$ cat src/rtl/vend_pkg.sv
// Shared types, coin/item encodings and credit helpers for the vending sequencer.
package vend_pkg;

  localparam int unsigned CRED_W = 4;
  localparam int unsigned SUM_W  = 5;

  typedef enum logic [1:0] {
    IDLE   = 2'd0,
    VEND   = 2'd1,
    CHANGE = 2'd2
  } state_e;

  localparam logic [1:0] COIN_NONE = 2'b00;
  localparam logic [1:0] COIN_1    = 2'b01;
  localparam logic [1:0] COIN_3    = 2'b10;
  localparam logic [1:0] COIN_10   = 2'b11;

  localparam logic [SUM_W-1:0] VAL_1  = SUM_W'(1);
  localparam logic [SUM_W-1:0] VAL_3  = SUM_W'(3);
  localparam logic [SUM_W-1:0] VAL_10 = SUM_W'(10);

  localparam logic [1:0] ITEM_NONE = 2'b00;
  localparam logic [1:0] ITEM_1    = 2'b01;
  localparam logic [1:0] ITEM_2    = 2'b10;
  localparam logic [1:0] ITEM_3    = 2'b11;

  // One buyer panel's request as presented at the controller boundary.
  typedef struct packed {
    logic       req;
    logic [1:0] item;
  } buy_req_t;

  function automatic logic [SUM_W-1:0] coin_value(input logic [1:0] coin);
    logic [SUM_W-1:0] v;
    case (coin)
      COIN_1:  v = VAL_1;
      COIN_3:  v = VAL_3;
      COIN_10: v = VAL_10;
      default: v = '0;
    endcase
    return v;
  endfunction

  // Largest coin that does not exceed the remaining credit.
  function automatic logic [1:0] change_coin(input logic [CRED_W-1:0] amt);
    logic [1:0] c;
    if (SUM_W'(amt) >= VAL_10)     c = COIN_10;
    else if (SUM_W'(amt) >= VAL_3) c = COIN_3;
    else                           c = COIN_1;
    return c;
  endfunction

endpackage

$ cat src/rtl/vend_rr_arb.sv
// Two-way round-robin arbiter: bit 0 is panel A, bit 1 is panel B; ptr 0 favours A.
module vend_rr_arb (
  input  logic [1:0] req,
  input  logic       ptr,
  output logic [1:0] gnt_c,
  output logic       ptr_nxt_c
);

  always_comb begin
    gnt_c     = 2'b00;
    ptr_nxt_c = ptr;
    if (req == 2'b11) begin
      gnt_c = ptr ? 2'b10 : 2'b01;
    end else begin
      gnt_c = req;
    end
    // The panel just served loses priority next time.
    if (gnt_c[0]) begin
      ptr_nxt_c = 1'b1;
    end else if (gnt_c[1]) begin
      ptr_nxt_c = 1'b0;
    end
  end

endmodule

$ cat src/rtl/vend_sequencer.sv
// Vending controller: credit accumulation, round-robin purchase arbitration,
// item dispense handshake and greedy coin-by-coin change return.
module vend_sequencer
  import vend_pkg::*;
#(
  parameter int unsigned CREDIT_MAX = 15,
  parameter int unsigned PRICE_1    = 5,
  parameter int unsigned PRICE_2    = 10,
  parameter int unsigned PRICE_3    = 15
) (
  input  logic              clk,
  input  logic              clr_n,
  input  logic [1:0]        coin_type,
  input  logic              req_a,
  input  logic [1:0]        req_type_a,
  input  logic              req_b,
  input  logic [1:0]        req_type_b,
  input  logic              refund,
  input  logic              vend_ready,
  input  logic              coin_out_ready,
  output logic              gnt_a,
  output logic              gnt_b,
  output logic              deny,
  output logic              vend_valid,
  output logic [1:0]        vend_type,
  output logic              coin_out_valid,
  output logic [1:0]        coin_out_type,
  output logic              coin_reject,
  output logic [CRED_W-1:0] credit,
  output logic              busy
);

  state_e            state_q, state_d;
  logic              ptr_q, ptr_d;
  logic [CRED_W-1:0] credit_d;
  logic              gnt_a_d, gnt_b_d, deny_d, coin_reject_d;
  logic              vend_valid_d, coin_out_valid_d;
  logic [1:0]        vend_type_d, coin_out_type_d;

  buy_req_t          pan_a_c, pan_b_c;
  logic [1:0]        req_vld_c, arb_gnt_c;
  logic              arb_ptr_c;
  logic [1:0]        sel_type_c;
  logic [SUM_W-1:0]  price_c, add_c, sub_c, sum_c;

  function automatic logic [SUM_W-1:0] item_price(input logic [1:0] item);
    logic [SUM_W-1:0] p;
    case (item)
      ITEM_1:  p = SUM_W'(PRICE_1);
      ITEM_2:  p = SUM_W'(PRICE_2);
      ITEM_3:  p = SUM_W'(PRICE_3);
      default: p = '0;
    endcase
    return p;
  endfunction

  assign pan_a_c = '{req: req_a, item: req_type_a};
  assign pan_b_c = '{req: req_b, item: req_type_b};

  // A request still high while its own grant pulses is the one just consumed.
  assign req_vld_c[0] = pan_a_c.req && (pan_a_c.item != ITEM_NONE) && !gnt_a;
  assign req_vld_c[1] = pan_b_c.req && (pan_b_c.item != ITEM_NONE) && !gnt_b;

  vend_rr_arb u_arb (
    .req       (req_vld_c),
    .ptr       (ptr_q),
    .gnt_c     (arb_gnt_c),
    .ptr_nxt_c (arb_ptr_c)
  );

  assign sel_type_c = arb_gnt_c[1] ? pan_b_c.item : pan_a_c.item;
  assign price_c    = item_price(sel_type_c);

  // Next state, credit and registered-output values.
  always_comb begin
    state_d          = state_q;
    ptr_d            = ptr_q;
    gnt_a_d          = 1'b0;
    gnt_b_d          = 1'b0;
    deny_d           = 1'b0;
    coin_reject_d    = 1'b0;
    vend_valid_d     = vend_valid;
    vend_type_d      = vend_type;
    coin_out_valid_d = coin_out_valid;
    coin_out_type_d  = coin_out_type;
    add_c            = coin_value(coin_type);
    sub_c            = '0;

    case (state_q)
      IDLE: begin
        if (refund && (credit != '0)) begin
          state_d          = CHANGE;
          coin_out_valid_d = 1'b1;
        end else if (|arb_gnt_c) begin
          ptr_d   = arb_ptr_c;
          gnt_a_d = arb_gnt_c[0];
          gnt_b_d = arb_gnt_c[1];
          if (SUM_W'(credit) >= price_c) begin
            sub_c        = price_c;
            vend_valid_d = 1'b1;
            vend_type_d  = sel_type_c;
            state_d      = VEND;
          end else begin
            deny_d = 1'b1;
          end
        end
      end
      VEND: begin
        if (vend_ready) begin
          vend_valid_d = 1'b0;
          state_d      = IDLE;
        end
      end
      CHANGE: begin
        add_c         = '0;
        coin_reject_d = (coin_type != COIN_NONE);
        if (coin_out_valid && coin_out_ready) begin
          sub_c = coin_value(coin_out_type);
        end
      end
      default: state_d = IDLE;
    endcase

    // Change coins never exceed credit, so the 5-bit difference cannot underflow.
    sum_c    = SUM_W'(credit) - sub_c + add_c;
    credit_d = (sum_c > SUM_W'(CREDIT_MAX)) ? CRED_W'(CREDIT_MAX) : CRED_W'(sum_c);

    if ((state_q == CHANGE) && coin_out_valid && coin_out_ready && (credit_d == '0)) begin
      coin_out_valid_d = 1'b0;
      state_d          = IDLE;
    end
    if (state_d == CHANGE) begin
      coin_out_type_d = change_coin(credit_d);
    end
  end

  always_ff @(posedge clk or negedge clr_n) begin
    if (!clr_n) begin
      state_q        <= IDLE;
      ptr_q          <= 1'b0;
      credit         <= '0;
      gnt_a          <= 1'b0;
      gnt_b          <= 1'b0;
      deny           <= 1'b0;
      vend_valid     <= 1'b0;
      vend_type      <= 2'b00;
      coin_out_valid <= 1'b0;
      coin_out_type  <= 2'b00;
      coin_reject    <= 1'b0;
      busy           <= 1'b0;
    end else begin
      state_q        <= state_d;
      ptr_q          <= ptr_d;
      credit         <= credit_d;
      gnt_a          <= gnt_a_d;
      gnt_b          <= gnt_b_d;
      deny           <= deny_d;
      vend_valid     <= vend_valid_d;
      vend_type      <= vend_type_d;
      coin_out_valid <= coin_out_valid_d;
      coin_out_type  <= coin_out_type_d;
      coin_reject    <= coin_reject_d;
      busy           <= (state_d != IDLE);
    end
  end

endmodule
$ cat config.mk
export PLATFORM = sky130hd
export DESIGN_NAME = vend_sequencer
export DESIGN_NICKNAME = d
export VERILOG_FILES = /design/src/rtl/vend_pkg.sv /design/src/rtl/vend_rr_arb.sv /design/src/rtl/vend_sequencer.sv
export SDC_FILE = /design/constraint.sdc
export NUM_CORES = 1
export LEC_CHECK = 0
export BUFFER_PORTS_ARGS = -buffer_cell sky130_fd_sc_hd__buf_2
export CAP_MARGIN = 20
export CORE_MARGIN = 8
export CORE_UTILIZATION = 53
export DETAILED_ROUTE_END_ITERATION = 6
export PLACE_DENSITY = 0.77
export SLEW_MARGIN = 30
export SYNTH_ARGS = -nofsm -noshare
export SYNTH_HDL_FRONTEND = slang
export SYNTH_SLANG_ARGS = --single-unit
$ cat constraint.sdc
create_clock -name clk -period 5.85 [get_ports clk]
set_input_delay 0.585 -clock clk [delete_from_list [all_inputs] [get_ports clk]]
set_output_delay 0.585 -clock clk [all_outputs]
set_load 0.02 [all_outputs]
==> results of run 1 <==
==> cells in the final DEF, fill, tap and decap left out, types with 4 or more instances in the layout <==
cell type | synthesis | routed
nand2b_1 | 4 | 4
ha_1 | 17 | 17
buf_2 | 0 | 27
nor2_1 | 12 | 12
inv_1 | 17 | 17
or3_1 | 4 | 4
dfrtp_1 | 18 | 18
nand2_1 | 7 | 7
a21oi_1 | 6 | 6
==> how the worst min path moves through the flow <==
stage / slack [ns] / to / startpoint / cells past startpoint
finish: 0.20 / vend_type[1]$_DFFE_PN0P_ / clr_n / 1
floorplan: 0.29 / busy$_DFF_PN0_ / clr_n / 0
global placement: 0.49 / gnt_a$_DFF_PN0_ / ptr_q$_DFFE_PN0P_ / 1
global route: 0.22 / vend_type[0]$_DFFE_PN0P_ / clr_n / 1
CTS: 0.21 / vend_type[1]$_DFFE_PN0P_ / clr_n / 1
detailed placement: 0.49 / ptr_q$_DFFE_PN0P_ / ptr_q$_DFFE_PN0P_ / 1
==> final cells by class <==
| cell class | count | share of cell area |
|---|---|---|
| clock buffers | 4 | 0.02443 |
| inverters | 17 | 0.04297 |
| multi-input cells | 95 | 0.5097 |
| flip-flops and latches | 18 | 0.3033 |
| well taps | 28 | 0.02359 |
| repair buffers | 28 | 0.09604 |
==> state kept, by name, summed over array words and instances (netlist names) <==
register and cells:
gnt_b 1, ptr_q 1, coin_reject 1, state_q 2
vend_type 2, deny 1, credit 4, coin_out_valid 1
gnt_a 1, busy 1, vend_valid 1, coin_out_type 2
==> worst max-delay path, delay by kind of cell (launching register included) <==
| kind | cells | cell delay, ns |
|---|---|---|
| AO/OA/AOI/OAI | 7 | 1.93 |
| XOR/XNOR | 1 | 0.22 |
| adder cells (fa/ha/maj) | 3 | 1.24 |
| buffers and inverters | 1 | 0.07 |
| flip-flops | 1 | 0.39 |
| multiplexers | 1 | 0.44 |
| AND/OR/NAND/NOR | 3 | 0.55 |
==> power breakdown <==
part	leakage, nW	switching [mW]	total (mW)	internal, mW
Sequential	0.201	0.0296	0.194	0.165
Clock	0.0210	0.0393	0.0772	0.0379
Combinational	0.535	0.291	0.531	0.239
Total	0.756	0.360	0.802	0.442
==> routing by layer <==
layer  up-vias  wire [um]
li1        515          -
met1       496       1218
met2        21       1402
met3         4        158
met4         0         28
met5         -          0
==> per-stage QoR <==
step / std cells / hold slack [ns] / power [mW] / utilization
6_report: 190 / 0.1990 / 0.8021 / 0.6650
3_5_place_dp: 186 / 0.4948 / 0.7304 / 0.6487
5_1_grt: 190 / 0.2209 / 0.8835 / 0.6650
2_1_floorplan: 130 / 0.2894 / 0.6037 / -
4_1_cts: 190 / 0.2080 / 0.8105 / 0.6650
3_3_place_gp: 186 / 0.4891 / 0.7103 / 0.6487
==> kinds of logic (layout without fill, tap and decap cells) <==
kind of cell             Yosys count  in the layout  synth area share
flip-flops                        18             18            0.3543
buffers and inverters             17             49           0.05020
AND/OR/NAND/NOR                   40             40            0.1634
AO/OA/AOI/OAI                     27             27            0.1555
multiplexers                       5              5           0.04134
adder cells (fa/ha/maj)           20             20            0.2146
XOR/XNOR                           3              3           0.02067
==> results.sh, run 1 <==
export IMPL_grt_pass1_wl_um=4857
export IMPL_synthTopCellsByArea="dfrtp_1 (35%), ha_1 (17%), inv_1 (5.0%)"
export IMPL_crit_required_ns=6.04
export IMPL_crit_path_top_delay_cell="fa_1"
export IMPL_first_pass_iters=4
export IMPL_path_class="reg2reg"
export IMPL_finClkSkew_ns=0.005695
export IMPL_avgSynthCellArea_um2=9.779
export IMPL_grt_remaining_overflow=0
export IMPL_grt_setup_unrepaired="no"
export IMPL_fin_crit_sh=0.8486
export IMPL_drt_iter0_drc=28
export IMPL_wire_per_inst_um=14.78
export IMPL_n_fill_cell=191
export IMPL_grt_use_total=0.1422
export IMPL_place_area_mm2=0.001449
export IMPL_max_freq_ghz=0.2014
export IMPL_rr_endpoint="coin_out_type[0]$_DFFE_PN0N_"
export IMPL_die_y_um=64.98
export IMPL_crit_arrival_ns=5.15
export IMPL_r2r_setup_slack_ns=0.89
export IMPL_synth_edff_count=0
export IMPL_postCtsHoldBufs=0
export IMPL_die_area_mm2=0.004222
export IMPL_use_met3=0.03780
export IMPL_gr_max_usage_layer="met2"
export IMPL_cts_root_buf="clkbuf_4"
export IMPL_fin_crit_ns=4.964
export IMPL_crit_path_max_fanout=5
export IMPL_ys_seq_area_frac=0.3543
export IMPL_ctsResizeCount=0
export IMPL_cp_endpoint="coin_out_type[0]$_DFFE_PN0N_"
export IMPL_cts_buffer_depth=2
export IMPL_num_antenna_cells=0
export IMPL_synth_seq_cells=18
export IMPL_cap_violations=0
export IMPL_ys_warn_count=0
export IMPL_cts_made_buffers=3
export IMPL_startpoint="gnt_a$_DFF_PN0_"
export IMPL_synth_top_area_frac=0.3543
export IMPL_grt_pass1_vias=1093
export IMPL_drt_wl_total_um=2808
export IMPL_worstMarginPinSlew_ns=0.5157
export IMPL_drive_gt1_frac=0.2407
export IMPL_detailedPlace_worstSlack_ns=0.7355
export IMPL_nNetsFinal=196
export IMPL_slew_limit_headroom=0.6532
export IMPL_place_gp_congestion=0.8726
export IMPL_cts_tree="yes"
export IMPL_synth_top_cells_by_count="dfrtp_1 (18), ha_1 (17), inv_1 (17)"
export IMPL_ff2ff_path_depth=16
export IMPL_synth_most_common_cell="dfrtp_1"
export IMPL_clk_pin_slew_ns=0.11
export IMPL_pin_count=28
export IMPL_vias=1036
export IMPL_end_kind="flip-flop"
export IMPL_ant_nets=0
export IMPL_htreeDepth=1
export IMPL_async_flop_share=1.000
export IMPL_postCtsSetupRepairBufs=0
export IMPL_fp_row_count=17
export IMPL_ir_drop_v=0.0005578
export IMPL_use_met2=0.2534
export IMPL_seq_area_um2=450.4
export IMPL_netlist_instances=130
export IMPL_tns_ns=0
export IMPL_finalSetupViolations=0
export IMPL_reg2reg_from="gnt_a$_DFF_PN0_"
export IMPL_via_per_inst=5.453
export IMPL_status="complete, no violations"
export IMPL_multi_input_area_um2=757.0
export IMPL_antenna_found_initial=0
export IMPL_slowest_delay_ns=0.50
export IMPL_use_met1=0.1592
export IMPL_crit_chain="nand2b_1, o31ai_1, mux2_2, ha_1, nand2b_1, a211o_1, a21oi_1, or3_1, o32ai_1, fa_1, inv_1, fa_1, xnor2_1, o21ai_0, o31a_1, o32a_1"
export IMPL_synth_ff_type="dfrtp_1"
export IMPL_cp_start_kind="flip-flop"
export IMPL_die_w_um=64.98
export IMPL_numClockSinks=18
export IMPL_start_util=0.5692
export IMPL_clk_latency_ns=0.29
export IMPL_slew_violations=0
export IMPL_fin_area_mm2=0.001485
export IMPL_grt_max_degree=19
export IMPL_hp_class="in2async"
export IMPL_hold_viol_final=0
export IMPL_core_area_mm2=0.002233
export IMPL_netlist_area_mm2=0.001271
export IMPL_synth_largest_area_cell="dfrtp_1"
export IMPL_finalWorstSetupSlack_ns=0.8859
export IMPL_power_density_mw_per_mm2=540.1
export IMPL_synthToLayoutAreaGrowth_pct=16.83
export IMPL_ys_types=35
export IMPL_hpwlAfterDp_um=2294
export IMPL_synth_nets=163
export IMPL_p_leak_nw=0.7565
export IMPL_drc_errors=0
export IMPL_io_buffers=27
No activity file was read; power rests on OpenSTA's default activity.
==> inputs of run 2 (changes only) <==
--- a/config.mk
+++ b/config.mk
@@ -5,12 +5,13 @@
 export SDC_FILE = /design/constraint.sdc
 export NUM_CORES = 1
 export LEC_CHECK = 0
+export ABC_AREA = 1
 export BUFFER_PORTS_ARGS = -buffer_cell sky130_fd_sc_hd__buf_2
 export CAP_MARGIN = 20
 export CORE_MARGIN = 8
-export CORE_UTILIZATION = 53
+export CORE_UTILIZATION = 49
 export DETAILED_ROUTE_END_ITERATION = 6
-export PLACE_DENSITY = 0.77
+export PLACE_DENSITY = 0.74
 export SLEW_MARGIN = 30
 export SYNTH_ARGS = -nofsm -noshare
 export SYNTH_HDL_FRONTEND = slang
==> constraint.sdc (replaced) <==
create_clock -name clk -period 4.1 [get_ports clk]
set_input_delay 0.41 -clock clk [delete_from_list [all_inputs] [get_ports clk]]
set_output_delay 0.41 -clock clk [all_outputs]
set_load 0.02 [all_outputs]
==> run 2 against run 1 <==
Flip-flop and latch count unchanged. Fmax increased by 28%. Register-to-register slack got worse by 0.67 ns. Final area increased by 14%. Total power increased by 100%. Synthesized cell count increased by 32%. Global-route usage decreased by 1.6 points. Final cell count increased by 24%. Area after synthesis increased by 11%. Sequential share of layout area decreased by 3.7 points.
==> results.sh, run 2 <==
export IMPL_path_class="reg2reg"
export IMPL_top_register="credit"
export IMPL_total_power_mw=1.625
export IMPL_power_density_mw_per_mm2=962.2
export IMPL_synth_seq_cells=18
export IMPL_hpwlAfterDp_um=2580
export IMPL_num_antenna_cells=0
export IMPL_synth_largest_area_cell="dfrtp_1"
export IMPL_grt_use_total=0.1264
export IMPL_drive_gt1_frac=0.3317
export IMPL_ir_drop_v=0.0009198
export IMPL_dr_wl_met3_um=120
export IMPL_synth_most_common_cell="nand2_1"
export IMPL_crit_required_ns=4.29
export IMPL_grt_pass1_vias=1242
export IMPL_nNetsFinal=240
export IMPL_via_per_inst=5.021
export IMPL_cap_violations=0
export IMPL_die_w_um=69.60
export IMPL_mostFrequentLayoutCells="nand2_1 (35), inv_1 (30), buf_2 (27), dfrtp_1 (18), ha_1 (15)"
export IMPL_synth_top_area_frac=0.3200
export IMPL_ant_nets=0
export IMPL_status="complete, no violations"
export IMPL_clkPwrFrac=0.053
export IMPL_grt_remaining_overflow=0
export IMPL_first_pass_iters=6
export IMPL_crit_path_max_fanout=5
export IMPL_fin_crit_ns=3.885
export IMPL_synth_top_cells_by_count="nand2_1 (37), inv_1 (30), dfrtp_1 (18)"
export IMPL_die_y_um=69.60
export IMPL_async_flop_share=1.000
export IMPL_synth_edff_count=0
export IMPL_route_met2_wl_um=1669
export IMPL_slew_violations=0
export IMPL_rr_endpoint="coin_out_type[1]$_DFFE_PN0N_"
export IMPL_drc_errors=0
export IMPL_fin_crit_sh=0.9476
export IMPL_drt_wl_total_um=3121
export IMPL_place_gp_congestion=0.8364
export IMPL_netSwitchingFraction=0.5278
export IMPL_sequentialPowerShare=0.179
export IMPL_end_kind="flip-flop"
export IMPL_pwr_share_comb=0.768
export IMPL_final_cells=236
export IMPL_slew_limit_headroom=0.7283
export IMPL_final_common_cell="nand2_1"
export IMPL_antenna_found_initial=0
export IMPL_p_sw_mw=0.8578
export IMPL_p_int_mw=0.7675
export IMPL_io_buffers=27
export IMPL_startpoint="gnt_a$_DFF_PN0_"
export IMPL_cts_tree="yes"
export IMPL_ff2ff_path_depth=21
export IMPL_largest_register_ffs=4
export IMPL_clk_latency_ns=0.29
export IMPL_ys_warn_count=0
export IMPL_grt_pass1_wl_um=5237
export IMPL_netlist_instances=171
export IMPL_max_freq_ghz=0.2574
export IMPL_r2r_setup_slack_ns=0.21
export IMPL_finalSetupViolations=0
export IMPL_ys_seq_area_frac=0.3200
export IMPL_synthTopCellsByArea="dfrtp_1 (32%), ha_1 (15%), nand2_1 (9.9%)"
export IMPL_cts_buffer_depth=2
export IMPL_worstMarginPinSlew_ns=0.4076
export IMPL_synth_nets=204
export IMPL_hold_viol_final=0
export IMPL_highest_layer="met4"
export IMPL_synth_ff_type="dfrtp_1"
export IMPL_start_util=0.5149
export IMPL_avgSynthCellArea_um2=8.232
export IMPL_wire_per_inst_um=13.22
export IMPL_finalWorstSetupSlack_ns=0.2147
export IMPL_htreeDepth=1
export IMPL_die_area_mm2=0.004843
export IMPL_numClockSinks=18
export IMPL_detailedPlace_worstSlack_ns=-0.03794
export IMPL_dp_cells=232
export IMPL_grt_max_degree=19
export IMPL_hp_class="in2async"
export IMPL_clk_pin_slew_ns=0.10
export IMPL_pin_count=28
export IMPL_netlist_area_mm2=0.001408
export IMPL_tns_ns=0
export IMPL_vias=1185
export IMPL_ys_types=29
export IMPL_wl_met1_um=1290
export IMPL_core_area_mm2=0.002734
export IMPL_finClkSkew_ns=0.006389
export IMPL_reg2reg_from="gnt_a$_DFF_PN0_"
export IMPL_cp_start_kind="flip-flop"
export IMPL_crit_arrival_ns=4.07
export IMPL_fp_row_count=19
export IMPL_drt_iter0_drc=68
export IMPL_cts_root_buf="clkbuf_4"
export IMPL_cp_endpoint="coin_out_type[1]$_DFFE_PN0N_"
export IMPL_synthToLayoutAreaGrowth_pct=20.00
export IMPL_p_leak_nw=0.9211
export IMPL_cts_made_buffers=3
## run 2: cell count changes in the layout (fill, tap and decap cells not counted), moves of 4 or more
| cell | delta |
|---|---|
| nand3_1 | +8 |
| nand2_1 | +28 |
| nor2_2 | +5 |
| nand3_2 | +6 |
| nand2b_1 | -4 |
| or3_1 | -4 |
| nor2_1 | -5 |
| inv_1 | +13 |
| nand2_2 | +8 |
## run 2: power groups by stage
stage	combinational (mW)	sequential (mW)	clock, mW
final	1.25	0.291	0.0862
after global routing	1.40	0.299	0.0958
after CTS	1.10	0.291	0.0883
after detailed placement	1.10	0.294	0
after global placement	1.05	0.292	0
after floorplan	0.756	0.346	0
## run 2: cell type report
type | count | area (um2)
clock buffer | 3 | 22.52
fill | 239 | 1045
inverter | 32 | 120.1
multi-input combinational | 121 | 892.1
sequential | 18 | 450.4
tap | 31 | 38.79
timing repair buffer | 31 | 165.2
## run 2: worst min path at each step
stage,start,endpoint,cells past startpoint
after floorplan,clr_n,busy$_DFF_PN0_,0
final,clr_n,gnt_a$_DFF_PN0_,1
after global routing,clr_n,gnt_b$_DFF_PN0_,1
after global placement,clr_n,gnt_a$_DFF_PN0_,1
after CTS,clr_n,busy$_DFF_PN0_,1
after detailed placement,clr_n,gnt_b$_DFF_PN0_,1
## run 2: stage by stage
stage,util,hold WS [ns],instance area [um2]
after floorplan,-,0.1144,1408
after global placement,0.5867,0.3578,1604
after detailed placement,0.5867,0.3620,1604
after CTS,0.5950,0.04420,1627
after global routing,0.6178,0.07132,1689
final,0.6178,0.03058,1689
## run 2: timing repair
| item | CTS | global route |
|---|---|---|
| hold buffers | 0 | 0 |
| buffers inserted | 0 | 1 |
| setup endpoints to repair | 0 | 5 |
| resized for setup | 0 | 11 |
## run 2: layer usage
metal  track usage  vias up
met5             0        -
met1        0.1388      552
li1              -      611
met4       0.05011        0
met3       0.02718        5
met2        0.2285       17
## run 2: cells by family (layout without fill, tap and decap cells)
| family | Yosys count | count (layout) | synth area share |
|---|---|---|---|
| AO/OA/AOI/OAI | 18 | 18 | 0.07734 |
| XOR/XNOR | 1 | 1 | 0.006223 |
| adder cells (fa/ha/maj) | 20 | 20 | 0.1938 |
| buffers and inverters | 32 | 66 | 0.08534 |
| flip-flops | 18 | 18 | 0.3200 |
| AND/OR/NAND/NOR | 82 | 82 | 0.3173 |
## run 2: critical path: stages (launching register included)
cell	delay (ns)
dfrtp_1	0.42
nor3_4	0.24
nand2_1	0.09
nand2_2	0.11
nand2_1	0.05
o21ai_1	0.15
ha_1	0.32
nand4_1	0.11
nand4_1	0.14
nand2_2	0.11
or2_4	0.12
nand2_1	0.06
fa_1	0.51
inv_1	0.07
fa_2	0.42
nand3_2	0.12
nand2_1	0.09
nand2_2	0.13
o211ai_1	0.11
or2_1	0.27
nand2_1	0.08
nand2_1	0.05
==> inputs of run 3 (changes only) <==
--- a/config.mk
+++ b/config.mk
@@ -5,12 +5,12 @@
 export SDC_FILE = /design/constraint.sdc
 export NUM_CORES = 1
 export LEC_CHECK = 0
-export ABC_AREA = 1
 export BUFFER_PORTS_ARGS = -buffer_cell sky130_fd_sc_hd__buf_2
 export CAP_MARGIN = 20
 export CORE_MARGIN = 8
-export CORE_UTILIZATION = 49
+export CORE_UTILIZATION = 48
 export DETAILED_ROUTE_END_ITERATION = 6
+export MAX_ROUTING_LAYER = met4
 export PLACE_DENSITY = 0.74
 export SLEW_MARGIN = 30
 export SYNTH_ARGS = -nofsm -noshare
==> run 3 against run 2 <==
The run now ends with negative setup slack left. Global-route usage rose by 4.5 points. Total power fell by 5.1%. Routed wire length rose by 13%. Combinational power fell by 8%. Non-clock buffer count rose by 19.
==> results.sh, run 3 (synthesized netlist as in run 1, its figures left out) <==
export IMPL_status="complete, but fails checks"
export IMPL_failed_checks="negative setup slack"
export IMPL_hold_viol_final=0
export IMPL_detailedPlace_worstSlack_ns=-0.3482
export IMPL_grt_pass1_vias=1345
export IMPL_grt_max_degree=19
export IMPL_crit_path_max_fanout=3
export IMPL_power_density_mw_per_mm2=846.9
export IMPL_via_per_inst=5.528
export IMPL_drive_gt1_frac=0.4620
export IMPL_nNetsFinal=218
export IMPL_finalSetupViolations=4
export IMPL_hp_class="in2async"
export IMPL_slew_limit_headroom=0.7094
export IMPL_cts_made_buffers=3
export IMPL_drt_wl_total_um=3525
export IMPL_crit_arrival_ns=4.41
export IMPL_mostFrequentLayoutCells="buf_2 (27), buf_4 (23), dfrtp_1 (16), inv_1 (15), ha_1 (15)"
export IMPL_cap_violations=0
export IMPL_startpoint="gnt_a$_DFF_PN0_"
export IMPL_finClkSkew_ns=0.01588
export IMPL_slew_violations=0
export IMPL_grt_setup_unrepaired="yes"
export IMPL_numClockSinks=18
export IMPL_cts_root_buf="clkbuf_4"
export IMPL_max_freq_ghz=0.2369
export IMPL_io_buffers=27
export IMPL_pin_count=28
export IMPL_path_class="reg2reg"
export IMPL_htreeDepth=1
export IMPL_die_area_mm2=0.004551
export IMPL_num_antenna_cells=0
export IMPL_reg2reg_from="gnt_a$_DFF_PN0_"
export IMPL_total_power_mw=1.543
export IMPL_ir_drop_v=0.0008410
export IMPL_worstMarginPinSlew_ns=0.4359
export IMPL_place_gp_congestion=0.8966
export IMPL_cts_buffer_depth=2
export IMPL_crit_required_ns=4.29
export IMPL_antenna_found_initial=0
export IMPL_fin_util=0.7287
export IMPL_drc_errors=0
export IMPL_grt_pass1_wl_um=5816
export IMPL_top_register="credit"
export IMPL_hpwlAfterDp_um=2693
export IMPL_cts_tree="yes"
export IMPL_drt_iter0_drc=53
export IMPL_clk_pin_slew_ns=0.12
export IMPL_end_kind="flip-flop"
export IMPL_wire_per_inst_um=16.47
export IMPL_start_util=0.5085
export IMPL_grt_remaining_overflow=0
export IMPL_cp_start_kind="flip-flop"
export IMPL_fin_crit_sh=1.030
export IMPL_final_common_cell="buf_2"
export IMPL_fp_row_count=18
export IMPL_p_leak_nw=0.9003
export IMPL_die_w_um=67.46
export IMPL_die_y_um=67.46
export IMPL_core_area_mm2=0.002500
export IMPL_synthToLayoutAreaGrowth_pct=43.31
export IMPL_ant_nets=0
export IMPL_finalWorstSetupSlack_ns=-0.1215
export IMPL_fin_crit_ns=4.221
export IMPL_clk_latency_ns=0.30
export IMPL_grt_use_total=0.1719
export IMPL_first_pass_iters=4
export IMPL_largest_register_ffs=4
export IMPL_vias=1183
[run 3: final cells by class]
cell class	count	area (um2)
inverter	17	63.81
sequential	18	452.9
tap	30	37.54
timing repair buffer	50	307.8
fill	188	678.2
clock buffer	4	36.28
multi-input combinational	95	923.4
[run 3: per-layer routing]
metal | vias up | part of all wire | global-route usage
li1 | 559 | - | -
met1 | 587 | 0.39 | 0.1758
met2 | 27 | 0.54 | 0.3112
met3 | 10 | 0.046 | 0.02815
met4 | 0 | 0.027 | 0.08094
met5 | - | 0 | -
[run 3: critical path: stages (launching register included)]
cell	delay, ns
dfrtp_2	0.41
nand2b_4	0.15
o31ai_4	0.27
mux2_4	0.37
ha_4	0.21
nand2b_4	0.13
a211o_1	0.29
a21oi_4	0.19
nor3_2	0.08
a22o_1	0.22
ha_1	0.29
inv_2	0.05
ha_4	0.16
fa_2	0.45
or3_4	0.42
o31a_1	0.27
o32a_1	0.17
[run 3: power by group]
| part | internal (mW) | leakage, nW | switching, mW |
|---|---|---|---|
| Clock | 0.0541 | 0.0210 | 0.0600 |
| Combinational | 0.585 | 0.682 | 0.563 |
| Sequential | 0.235 | 0.197 | 0.0457 |
[run 3: final timing paths]
kind	end	slack, ns	cells after the start
setup / recovery	coin_out_type[0]$_DFFE_PN0N_	-0.12	16
hold / removal	vend_type[0]$_DFFE_PN0P_	0.02	1
setup reg to reg	coin_out_type[0]$_DFFE_PN0N_	-0.12	16
hold reg to reg	vend_type[1]$_DFFE_PN0P_	0.53	2
max in group asynchronous	gnt_a$_DFF_PN0_	3.73	1
min in group clk	state_q[0]$_DFF_PN0_	0.35	2
[run 3: timing repair]
item	4_1_cts	5_1_grt
pin swaps	11	6
endpoints found under the setup margin	8	8
buffers inserted	4	0
resized for setup	12	5
hold buffers	0	0
hold endpoints to repair	0	0
[run 3: stage by stage]
step / instances / setup TNS (ns) / cell area [um2] / hold WS, ns
3_3_place_gp: 206 / -0.6619 / 1673 / 0.3682
3_5_place_dp: 206 / -1.863 / 1673 / 0.3696
2_1_floorplan: 130 / -0.1004 / 1358 / 0.1144
4_1_cts: 214 / -0.5927 / 1788 / 0.02438
5_1_grt: 214 / -1.190 / 1822 / 0.04549
6_report: 214 / -0.2720 / 1822 / 0.02237
